--- src/rtl/id_stage_regfile_pipelined.sv ---
// ---------------------------------------------------------------------------
// id_stage_regfile_pipelined
//
// Instruction-decode stage. Holds the NUM_REGS x DATA_SIZE register bank,
// forwards the WB write into the same-cycle read, detects load-use hazards
// and inserts a one-cycle bubble, extends the immediate according to the
// opcode, and registers everything into the ID/EX bundle.
//
// Ports
//   i_clock, i_reset       rising-edge clock, asynchronous active-low reset
//   i_enable               0 freezes bank, ID/EX bundle and stall counter
//   i_valid, i_inst, i_pc  instruction from IF/ID (i_pc already holds PC+1)
//   i_flush                control-hazard flush, kills the next bundle
//   i_ex_mem_read, i_ex_rt load currently in EX and its destination
//   i_wb_write/addr/data   write-back port into the bank
//   i_dbg_addr, o_dbg_data debug side read (bank contents, no bypass)
//   o_stall                combinational: hold PC and IF/ID this cycle
//   o_stall_count          saturating count of stall cycles
//   o_valid ... o_pc       registered ID/EX bundle
//
// Valid semantics: there is no ready. o_valid qualifies the ID/EX bundle for
// exactly one cycle per edge; upstream is told to hold via o_stall, and a
// bubble (o_valid=0 with all fields zero) is emitted whenever the stage
// stalls or is flushed.
// ---------------------------------------------------------------------------
module id_stage_regfile_pipelined #(
  parameter int INST_SIZE = 32,
  parameter int PC_SIZE   = 32,
  parameter int DATA_SIZE = 32,
  parameter int REG_ADDR  = 5,
  parameter int NUM_REGS  = 32,
  parameter int CNT_SIZE  = 16
) (
  input  logic                 i_clock,
  input  logic                 i_reset,
  input  logic                 i_enable,
  input  logic                 i_valid,
  input  logic [INST_SIZE-1:0] i_inst,
  input  logic [PC_SIZE-1:0]   i_pc,
  input  logic                 i_flush,
  input  logic                 i_ex_mem_read,
  input  logic [REG_ADDR-1:0]  i_ex_rt,
  input  logic                 i_wb_write,
  input  logic [REG_ADDR-1:0]  i_wb_addr,
  input  logic [DATA_SIZE-1:0] i_wb_data,
  input  logic [REG_ADDR-1:0]  i_dbg_addr,
  output logic [DATA_SIZE-1:0] o_dbg_data,
  output logic                 o_stall,
  output logic [CNT_SIZE-1:0]  o_stall_count,
  output logic                 o_valid,
  output logic [DATA_SIZE-1:0] o_data_a,
  output logic [DATA_SIZE-1:0] o_data_b,
  output logic [DATA_SIZE-1:0] o_immediate,
  output logic [REG_ADDR-1:0]  o_rs,
  output logic [REG_ADDR-1:0]  o_rt,
  output logic [REG_ADDR-1:0]  o_rd,
  output logic [REG_ADDR-1:0]  o_shamt,
  output logic [PC_SIZE-1:0]   o_pc
);

  localparam logic [5:0] OP_LW   = 6'h23;
  localparam logic [5:0] OP_ANDI = 6'h0C;
  localparam logic [5:0] OP_ORI  = 6'h0D;
  localparam logic [5:0] OP_XORI = 6'h0E;
  localparam logic [5:0] OP_LUI  = 6'h0F;
  localparam logic [5:0] OP_J    = 6'h02;
  localparam logic [5:0] OP_JAL  = 6'h03;

  // NUM_REGS <= 2**REG_ADDR, so it always fits in REG_ADDR+1 bits.
  localparam logic [REG_ADDR:0] NUM_REGS_W = (REG_ADDR+1)'(NUM_REGS);

  logic [DATA_SIZE-1:0] regs [NUM_REGS];

  // Instruction fields
  logic [5:0]           opcode;
  logic [REG_ADDR-1:0]  rs;
  logic [REG_ADDR-1:0]  rt;
  logic [REG_ADDR-1:0]  rd;
  logic [REG_ADDR-1:0]  shamt;
  logic [15:0]          imm16;

  assign opcode = i_inst[31:26];
  assign rs     = REG_ADDR'(i_inst[25:21]);
  assign rt     = REG_ADDR'(i_inst[20:16]);
  assign rd     = REG_ADDR'(i_inst[15:11]);
  assign shamt  = REG_ADDR'(i_inst[10:6]);
  assign imm16  = i_inst[15:0];

  // The funct field is decoded in EX, not here.
  logic unused_funct;
  assign unused_funct = ^i_inst[5:0];

  // Raw bank read: register 0 and out-of-range addresses read as zero.
  function automatic logic [DATA_SIZE-1:0] bank_rd(input logic [REG_ADDR-1:0] addr);
    if (addr == '0 || {1'b0, addr} >= NUM_REGS_W) return '0;
    return regs[addr];
  endfunction

  // Operand read with WB forwarding: the bank is written at the same edge
  // that captures the ID/EX bundle, so the in-flight WB value must be
  // picked up here to get write-before-read ordering.
  function automatic logic [DATA_SIZE-1:0] src_rd(input logic [REG_ADDR-1:0] addr);
    if (i_wb_write && i_wb_addr != '0 && i_wb_addr == addr) return i_wb_data;
    return bank_rd(addr);
  endfunction

  logic [DATA_SIZE-1:0] data_a;
  logic [DATA_SIZE-1:0] data_b;
  logic [DATA_SIZE-1:0] immediate;
  logic                 rt_use;
  logic                 wb_in_range;

  assign data_a     = src_rd(rs);
  assign data_b     = src_rd(rt);
  assign o_dbg_data = bank_rd(i_dbg_addr);

  always_comb begin
    immediate = {{(DATA_SIZE-16){imm16[15]}}, imm16};
    if (opcode == OP_ANDI || opcode == OP_ORI || opcode == OP_XORI)
      immediate = {{(DATA_SIZE-16){1'b0}}, imm16};
    else if (opcode == OP_LUI)
      immediate = {imm16, {(DATA_SIZE-16){1'b0}}};
  end

  // rt is a destination (lw, lui) or absent (j, jal) for these opcodes, so
  // a pending load into rt must not stall them.
  assign rt_use = !(opcode == OP_LW || opcode == OP_LUI ||
                    opcode == OP_J  || opcode == OP_JAL);

  assign o_stall = i_valid && i_ex_mem_read && (i_ex_rt != '0) &&
                   ((i_ex_rt == rs) || ((i_ex_rt == rt) && rt_use));

  assign wb_in_range = (i_wb_addr != '0) && ({1'b0, i_wb_addr} < NUM_REGS_W);

  // Register bank
  always_ff @(posedge i_clock or negedge i_reset) begin
    if (!i_reset) begin
      for (int i = 0; i < NUM_REGS; i++) regs[i] <= '0;
    end else if (i_enable && i_wb_write && wb_in_range) begin
      regs[i_wb_addr] <= i_wb_data;
    end
  end

  // ID/EX bundle and stall counter
  always_ff @(posedge i_clock or negedge i_reset) begin
    if (!i_reset) begin
      o_valid       <= 1'b0;
      o_data_a      <= '0;
      o_data_b      <= '0;
      o_immediate   <= '0;
      o_rs          <= '0;
      o_rt          <= '0;
      o_rd          <= '0;
      o_shamt       <= '0;
      o_pc          <= '0;
      o_stall_count <= '0;
    end else if (i_enable) begin
      if (i_flush || o_stall) begin
        o_valid     <= 1'b0;
        o_data_a    <= '0;
        o_data_b    <= '0;
        o_immediate <= '0;
        o_rs        <= '0;
        o_rt        <= '0;
        o_rd        <= '0;
        o_shamt     <= '0;
        o_pc        <= '0;
        // A flushed stall is not a real stall cycle: it is not counted.
        if (!i_flush && o_stall_count != '1)
          o_stall_count <= o_stall_count + CNT_SIZE'(1);
      end else begin
        o_valid     <= i_valid;
        o_data_a    <= data_a;
        o_data_b    <= data_b;
        o_immediate <= immediate;
        o_rs        <= rs;
        o_rt        <= rt;
        o_rd        <= rd;
        o_shamt     <= shamt;
        o_pc        <= i_pc;
      end
    end
  end

endmodule

--- config.mk ---
export PLATFORM = sky130hd
export DESIGN_NAME = id_stage_regfile_pipelined
export DESIGN_NICKNAME = d
export VERILOG_FILES = /design/src/rtl/id_stage_regfile_pipelined.sv
export SDC_FILE = /design/constraint.sdc
export NUM_CORES = 2
export LEC_CHECK = 0
export CORE_AREA = 5 5 345 686
export CTS_CLUSTER_DIAMETER = 120
export CTS_CLUSTER_SIZE = 30
export DETAILED_ROUTE_END_ITERATION = 7
export DIE_AREA = 0 0 350 691
export HOLD_SLACK_MARGIN = 0.08
export PLACE_DENSITY_LB_ADDON = 0.1
export SLEW_MARGIN = 5
export SYNTH_ARGS = -nofsm -noshare
export SYNTH_HDL_FRONTEND = slang
export SYNTH_SLANG_ARGS = --single-unit
--- constraint.sdc ---
create_clock -name i_clock -period 5.2 [get_ports i_clock]
set_input_delay 1.04 -clock i_clock [delete_from_list [all_inputs] [get_ports i_clock]]
set_output_delay 1.04 -clock i_clock [all_outputs]
set_load 0.05 [all_outputs]
Yosys cells after proc, flatten, opt, wreduce, memory -nomap -nowiden
Cells that the tools add are included.
{ "totals": {"reg_bits": 1189, "output_inout_bits": 198, "input_bits": 118, "wordCells": 130} }
{ "op_classes": {"eq_ne": 12, "muxes": 40, "add_sub_neg": 1, "n_reduce_logical": 26, "n_bitwise": 4, "magnitude_cmp": 5} }
{ "op_table": {"columns": ["cell", "n"], "rows": [
  ["$bwmux W1024", 1],
  ["$mux W32", 22],
  ["$bmux W32 S5", 3],
  ["$demux W32 S5", 1],
  ["$mux W31", 1],
  ["$eq A6 B4 Y1 const B", 4],
  ["$ge A6 B6 Y1 const B", 4],
  ["$not A5 Y6", 4],
  ["$eq A5 B5 Y1", 4],
  ["$mux W5", 4],
  ["$add A16 B1 Y16 const B", 1],
  ["$ne A16 B16 Y1 const B", 1],
  ["$logic_not A5 Y1", 3],
  ["$eq A6 B2 Y1 const B", 2],
  ["$logic_and A1 B1 Y1", 11],
  ["$reduce_bool A5 Y1", 2],
  ["$mux W1", 8],
  ["$logic_or A1 B1 Y1", 7],
  ["$eq A6 B6 Y1 const B", 1],
  ["$lt A6 B1 Y1 const B", 1],
  ["$reduce_and A3 Y1", 1],
  ["$logic_not A1 Y1", 2]
]} }

Logic depth before layout (Yosys ltp)
{ "depth": {"ltp_word": 10, "mapped_depth": 10, "ltp_nobuf": 6} }

Worst setup path before layout
No wires, ideal clock.
{ "synth_path": {"path_kind": "input-to-output", "startpoint": "in i_dbg_addr[0]", "endpoint": "out o_dbg_data[10]", "t_arrival_ns": 3.259, "n_path_buf": 3, "t_required_ns": 4.160, "cell_stages": 7, "setup_slack_ns": 0.901, "path_cell_list": "clkbuf_1 -> buf_2 -> buf_1 -> mux4_2 -> mux4_2 -> mux2i_1 -> nor2_1"} }
{ "synth_via": {"elab_chain_cells": 5, "word_cells_on_any_way": 7, "cone_classes": "mux: 5; bitwise: 1; reduce/logical: 1"} }
{ "synth_lines": {"columns": ["element", "line", "source"], "rows": [
  ["start, declared", "46", "input logic [REG_ADDR-1:0] i_dbg_addr,"],
  ["$not A5 Y6 (not written as such)", "96", "return regs[addr];"],
  ["$bmux W32 S5", "96", null],
  ["$mux W32 (not written as such) (2 in series)", "96", null],
  ["$mux W32 (*)", "96", null],
  ["end, declared", "47", "output logic [DATA_SIZE-1:0] o_dbg_data,"]
]} }
Mark *: on every way between the ends. The rest lies on a longest branch, timed or not. The select of a mux whose other input is x is not followed.

Worst setup path in the final report
{ "layout_path": {"startpoint": "in i_dbg_addr[0]", "endpoint": "out o_dbg_data[17]"} }
Same word-level chain as after synthesis.

==> impl.org <==
** Synth
- Async SR Flop Fraction :: 100%
- Gate count after technology mapping :: approximately 4500
- The number of nets in the synthesized netlist is 4668.
- The synthesized netlist occupies a cell area of roughly 0.07 mm2.
- Simple-gate share of the synthesized area :: roughly 2.3%
- After synthesis, the mean cell area works out to ~15 um2.
- The synthesized netlist devotes between 5 and 6% of its cell area to compound gates.
- Number of enable flip-flop cells after synthesis :: 0
- Summing the areas of all fa, ha and maj instances in the mapped netlist gives 0.0182% of the synthesized area.
- Of the total synthesized cell area, the portion taken by XOR and XNOR cells is less than 1%.
- Distinct cells, synth :: 59
- After synthesis, flip-flops and latches occupy between 40% and 50% of the total area.
- Warnings from Yosys :: 0
- Multiplexer share of the synthesized area :: between 40% and 50%
- Synthesis inferred 1189 register bits.
- The most used flip-flop cell after synthesis is sky130_fd_sc_hd__dfrtp_1.
- Dominant combinational cell family by area after synthesis :: multiplexers

** Cells and area
- Multi-input gate area :: between 0.03 and 0.04 mm2
- Fill cells in the final layout number roughly 22000.
- Sequential cell area :: about 0.03 mm2
- Share of post-route cells with drive strength above 1 :: 47.7%
- Final cell area excluding filler cells :: just under 0.08 mm2
- Layout overhead on the synthesized area :: 12.6%
- The final layout contains between 4000 and 5000 nets.

** Global routing
- The global routing stage identified its most utilized layer as met2.
- The number of global-route vias before repair came to ~48000.
- Global routing used between 30% and 40% of the available met1 tracks.
- Met2 Track Usage GR :: a little under two fifths
- GRT Util Overall :: 22.8%
- Global routing consumed, on the met3 layer, 3.39% of the routing resources.
- Global-route wire length before repair :: 395000 um
- For this run the aggregate overflow at the end of global routing stands at 0.
- Maximum number of pins on one net before global-route repair :: between 100 and 150
- The initial antenna violation count came to 17.

** CTS
- Number of setup buffers added after CTS :: 0
- TritonCTS built the clock tree.
- The number of gates resized after CTS was 0.
- Clock Tree Root :: sky130_fd_sc_hd__clkbuf_16
- The tree built by TritonCTS fans out to about 1200 sinks.
- After clock tree synthesis, the clock-pin slew on the worst setup and hold paths is 110 ps.
- Cts bufs inserted :: 46
- Clock H-tree levels :: 2
- After clock tree synthesis, the flow added hold-fix buffers numbering 0.
- Counting along the longest clock path gives a buffer depth of 3.
- The clock reaches the later pin of the worst-skew pair after around 740 ps.

** Setup path
- Data on the critical path is required at its endpoint by ~4200 ps.
- Delay of the slowest critical-path stage :: ~500 ps
- Number of buffers and inverters on the critical path :: 4
- Kind of capture point of the worst setup path :: primary output
- In this run the register-to-register setup slack is around 2500 ps.
- Critical Path Most Common Cell :: sky130_fd_sc_hd__buf_4
- By startpoint and endpoint, the worst setup path is classified as in -> out.
- On the critical path the largest part of the delay comes from multiplexers.
- Among all stages on the critical path, the largest delay is contributed by sky130_fd_sc_hd__mux4_2.
- The endpoint identified for the worst register-to-register timing path is o_stall_count[1].
- Maximum net fanout on the critical path :: 19
- Launching point of the worst reg2reg path :: o_stall_count[3]
- The signal on the critical path passes through buf_8 -> buf_4 -> buf_4 -> mux4_2 -> mux4_2 -> mux2i_1 -> nor2_1 -> buf_4.
- Data arrival time of the worst path :: 3670 ps
- Nature of the critical path startpoint :: input pin
- The worst register-to-register path has a depth of 5.

** Drt
- Dividing the detail-routed wire length by the instance count gives 36.7 um.
- DR vias :: around 45000
- Detailed-router iteration count before antenna repair :: 7
- DRC viols :: 0
- The count of nets left with antenna violations once routing finished came out at 0.
- The routed design has 279000 um of wire.
- After detailed routing, the number of vias per cell comes to roughly 6.
- Drt initial violations :: approximately 3900

** Job
- MaxCap Viol Count :: 0

** Floorplanning
- For this configuration, the core starts out at a cell density of 29.7%.
- Measured along the x axis, the die boundary spans 350 um.
- Measured along the y axis, the die boundary spans 691 um.
- Core Box Area :: 0.231 mm2
- The floorplan has 250 rows.
- Area of the die :: 0.242 mm2
- 316 I/O pins were placed.

** STA
- Unrepaired setup endpoints after global routing :: no
- The final hold violation count was 0.
- Number of max-slew violations in the final report :: 0
- For the pin with the worst max-slew slack, the measured transition is about 1300 ps.
- After layout, the minimum clock period comes to ~4700 ps.
- Tcrit/Tclk final :: between 90% and 100%
- Setup violations remaining at the end of the flow were counted as 0.
- The tightest hold path in the finished design has a slack of 270 ps.
- Setup Total Neg Slack :: 0 ps
- Clk_skew :: between 30 and 40 ps
- Relative slew margins :: ~14%
- Based on the critical path, the design can be clocked at up to between 0.2 and 0.25 GHz.

** Placement
- DPL Wire Length :: between 150000 and 200000 um
- Post-place instance area :: 0.0762 mm2
- Weighted congestion reported at the end of routability-driven placement :: 0.801
- Count of input and output buffers :: between 300 and 400

** Pwr
- Power after layout :: 22.3 mW
- Across the VDD grid, the largest voltage drop is ~220 uV.
- Summed over all cells, the static leakage comes to between 30 and 40 nW.
- Power density over cell area :: roughly 290 mW/mm2

** Status
- The flow ran to the end, and the final reports show no timing, DRC or antenna violations.

** Worst hold path
- Path class of the lowest-slack min-delay path :: in -> async
per-stage QoR:
stage	setup slack [ps]	utilization (%)	std cells
after floorplan	902	-	4549
after global placement	444	33.0	7565
after detailed placement	454	33.0	7565
after CTS	442	33.5	7618
after global routing	413	33.5	7620
final	491	33.5	7622
per-layer routing:
layer	vias to the layer above	wire length [um]
met5	-	98
met4	14	10900
met3	360	15000
met2	1689	134000
met1	25228	120000
li1	18134	-
worst max-delay path by stage:
stage / slack, ps / startpoint / endpoint / depth (start not counted)
global route: 410 / i_dbg_addr[0] / o_dbg_data[5] / 8
global placement: 440 / i_dbg_addr[0] / o_dbg_data[17] / 8
floorplan: 900 / i_dbg_addr[0] / o_dbg_data[10] / 7
finish: 490 / i_dbg_addr[0] / o_dbg_data[17] / 8
CTS: 440 / i_dbg_addr[0] / o_dbg_data[17] / 8
detailed placement: 450 / i_dbg_addr[0] / o_dbg_data[17] / 8
area by class of cell:
class	instances	share of cell area, %
Antenna cell	4	0.0129
Clock buffer	47	1.52
Clock inverter	6	0.0792
Inverter	5	0.0275
Multi-Input combinational cell	2814	47.9
Sequential cell	1189	38.4
Tap cell	3024	4.89
Timing Repair Buffer	533	7.19
cells in the mapped netlist (11+ instances only):
cell,n,area share [%]
sky130_fd_sc_hd__a211oi_1,55,0.60
sky130_fd_sc_hd__a21oi_1,17,0.12
sky130_fd_sc_hd__xnor2_1,17,0.22
sky130_fd_sc_hd__a22oi_1,142,1.6
sky130_fd_sc_hd__a221o_1,64,0.93
sky130_fd_sc_hd__nand2_1,89,0.49
sky130_fd_sc_hd__nor2b_1,80,0.73
sky130_fd_sc_hd__dfrtp_1,1189,43
sky130_fd_sc_hd__mux2i_1,184,2.7
sky130_fd_sc_hd__buf_1,101,0.55
sky130_fd_sc_hd__clkbuf_1,335,1.8
sky130_fd_sc_hd__o2bb2ai_1,15,0.19
sky130_fd_sc_hd__buf_2,93,0.68
sky130_fd_sc_hd__xor2_1,17,0.22
sky130_fd_sc_hd__nor2_1,54,0.29
sky130_fd_sc_hd__a22o_1,109,1.4
sky130_fd_sc_hd__mux2_2,1040,17
sky130_fd_sc_hd__o22ai_1,46,0.42
sky130_fd_sc_hd__nor4_1,11,0.10
sky130_fd_sc_hd__mux4_2,773,25
registers in the layout, summed over array words and instances (netlist names):
register / flops
o_valid: 1
o_stall_count: 16
o_immediate: 32
o_data_b: 32
o_pc: 32
o_data_a: 32
o_rs: 5
o_rt: 5
o_shamt: 5
regs: 1024
o_rd: 5
layout by cell type, fill, tap and decap left out, types with 3 or more instances in the layout:
| cell type | netlist | final |
|---|---|---|
| sky130_fd_sc_hd__o2bb2ai_1 | 15 | 15 |
| sky130_fd_sc_hd__xnor2_1 | 17 | 17 |
| sky130_fd_sc_hd__buf_4 | 5 | 188 |
| sky130_fd_sc_hd__a221o_1 | 64 | 64 |
| sky130_fd_sc_hd__nor2_1 | 54 | 38 |
| sky130_fd_sc_hd__mux2i_1 | 184 | 184 |
| sky130_fd_sc_hd__o221ai_1 | 9 | 9 |
| sky130_fd_sc_hd__a21oi_1 | 17 | 17 |
| sky130_fd_sc_hd__dfrtp_1 | 1189 | 1189 |
| sky130_fd_sc_hd__nor4_2 | 3 | 3 |
| sky130_fd_sc_hd__nand2_4 | 0 | 15 |
| sky130_fd_sc_hd__buf_8 | 3 | 6 |
| sky130_fd_sc_hd__nor2b_4 | 0 | 3 |
| sky130_fd_sc_hd__nand2b_2 | 0 | 3 |
| sky130_fd_sc_hd__a2111oi_0 | 9 | 9 |
| sky130_fd_sc_hd__nor4_1 | 11 | 11 |
| sky130_fd_sc_hd__nand4_1 | 6 | 6 |
| sky130_fd_sc_hd__nor3_1 | 7 | 6 |
| sky130_fd_sc_hd__a211oi_1 | 55 | 55 |
| sky130_fd_sc_hd__inv_1 | 4 | 4 |
| sky130_fd_sc_hd__a31oi_1 | 9 | 9 |
| sky130_fd_sc_hd__nor3b_1 | 3 | 3 |
| sky130_fd_sc_hd__o22ai_1 | 46 | 46 |
| sky130_fd_sc_hd__or2_2 | 4 | 3 |
| sky130_fd_sc_hd__nor2_8 | 3 | 3 |
| sky130_fd_sc_hd__nor2_4 | 0 | 15 |
| sky130_fd_sc_hd__mux2_2 | 1040 | 1040 |
| sky130_fd_sc_hd__clkdlybuf4s50_1 | 0 | 269 |
| sky130_fd_sc_hd__nand2_1 | 89 | 73 |
| sky130_fd_sc_hd__a22oi_1 | 142 | 142 |
| sky130_fd_sc_hd__mux4_2 | 773 | 773 |
| sky130_fd_sc_hd__buf_12 | 0 | 67 |
| sky130_fd_sc_hd__clkbuf_16 | 0 | 47 |
| sky130_fd_sc_hd__nand3b_1 | 3 | 3 |
| sky130_fd_sc_hd__nor2b_1 | 80 | 76 |
| sky130_fd_sc_hd__a22o_1 | 109 | 109 |
| sky130_fd_sc_hd__nand3_1 | 9 | 9 |
| sky130_fd_sc_hd__nand4b_1 | 3 | 3 |
| sky130_fd_sc_hd__diode_2 | 0 | 4 |
| sky130_fd_sc_hd__xor2_1 | 17 | 17 |
worst register-to-register path: stages (launching register included):
cell	delay, ps
sky130_fd_sc_hd__dfrtp_1	460
sky130_fd_sc_hd__nand4_1	230
sky130_fd_sc_hd__nor4_2	770
sky130_fd_sc_hd__nor2b_1	590
sky130_fd_sc_hd__or2_2	230
sky130_fd_sc_hd__mux2_2	320
power breakdown:
| part | switching [mW] | internal [mW] |
|---|---|---|
| clock network | 3.21 | 1.67 |
| registers | 1.17 | 10.4 |
| logic | 2.82 | 3.08 |
cell families after synthesis:
logic type,after synthesis
muxes,1997
DFF,1189
buffers and inverters,546
AOI/OAI and AO/OA,485
and+or+nand+nor,297
xor gates and xnor gates,34
adders and majority gates,1
(Power assumes the default switching activity.)
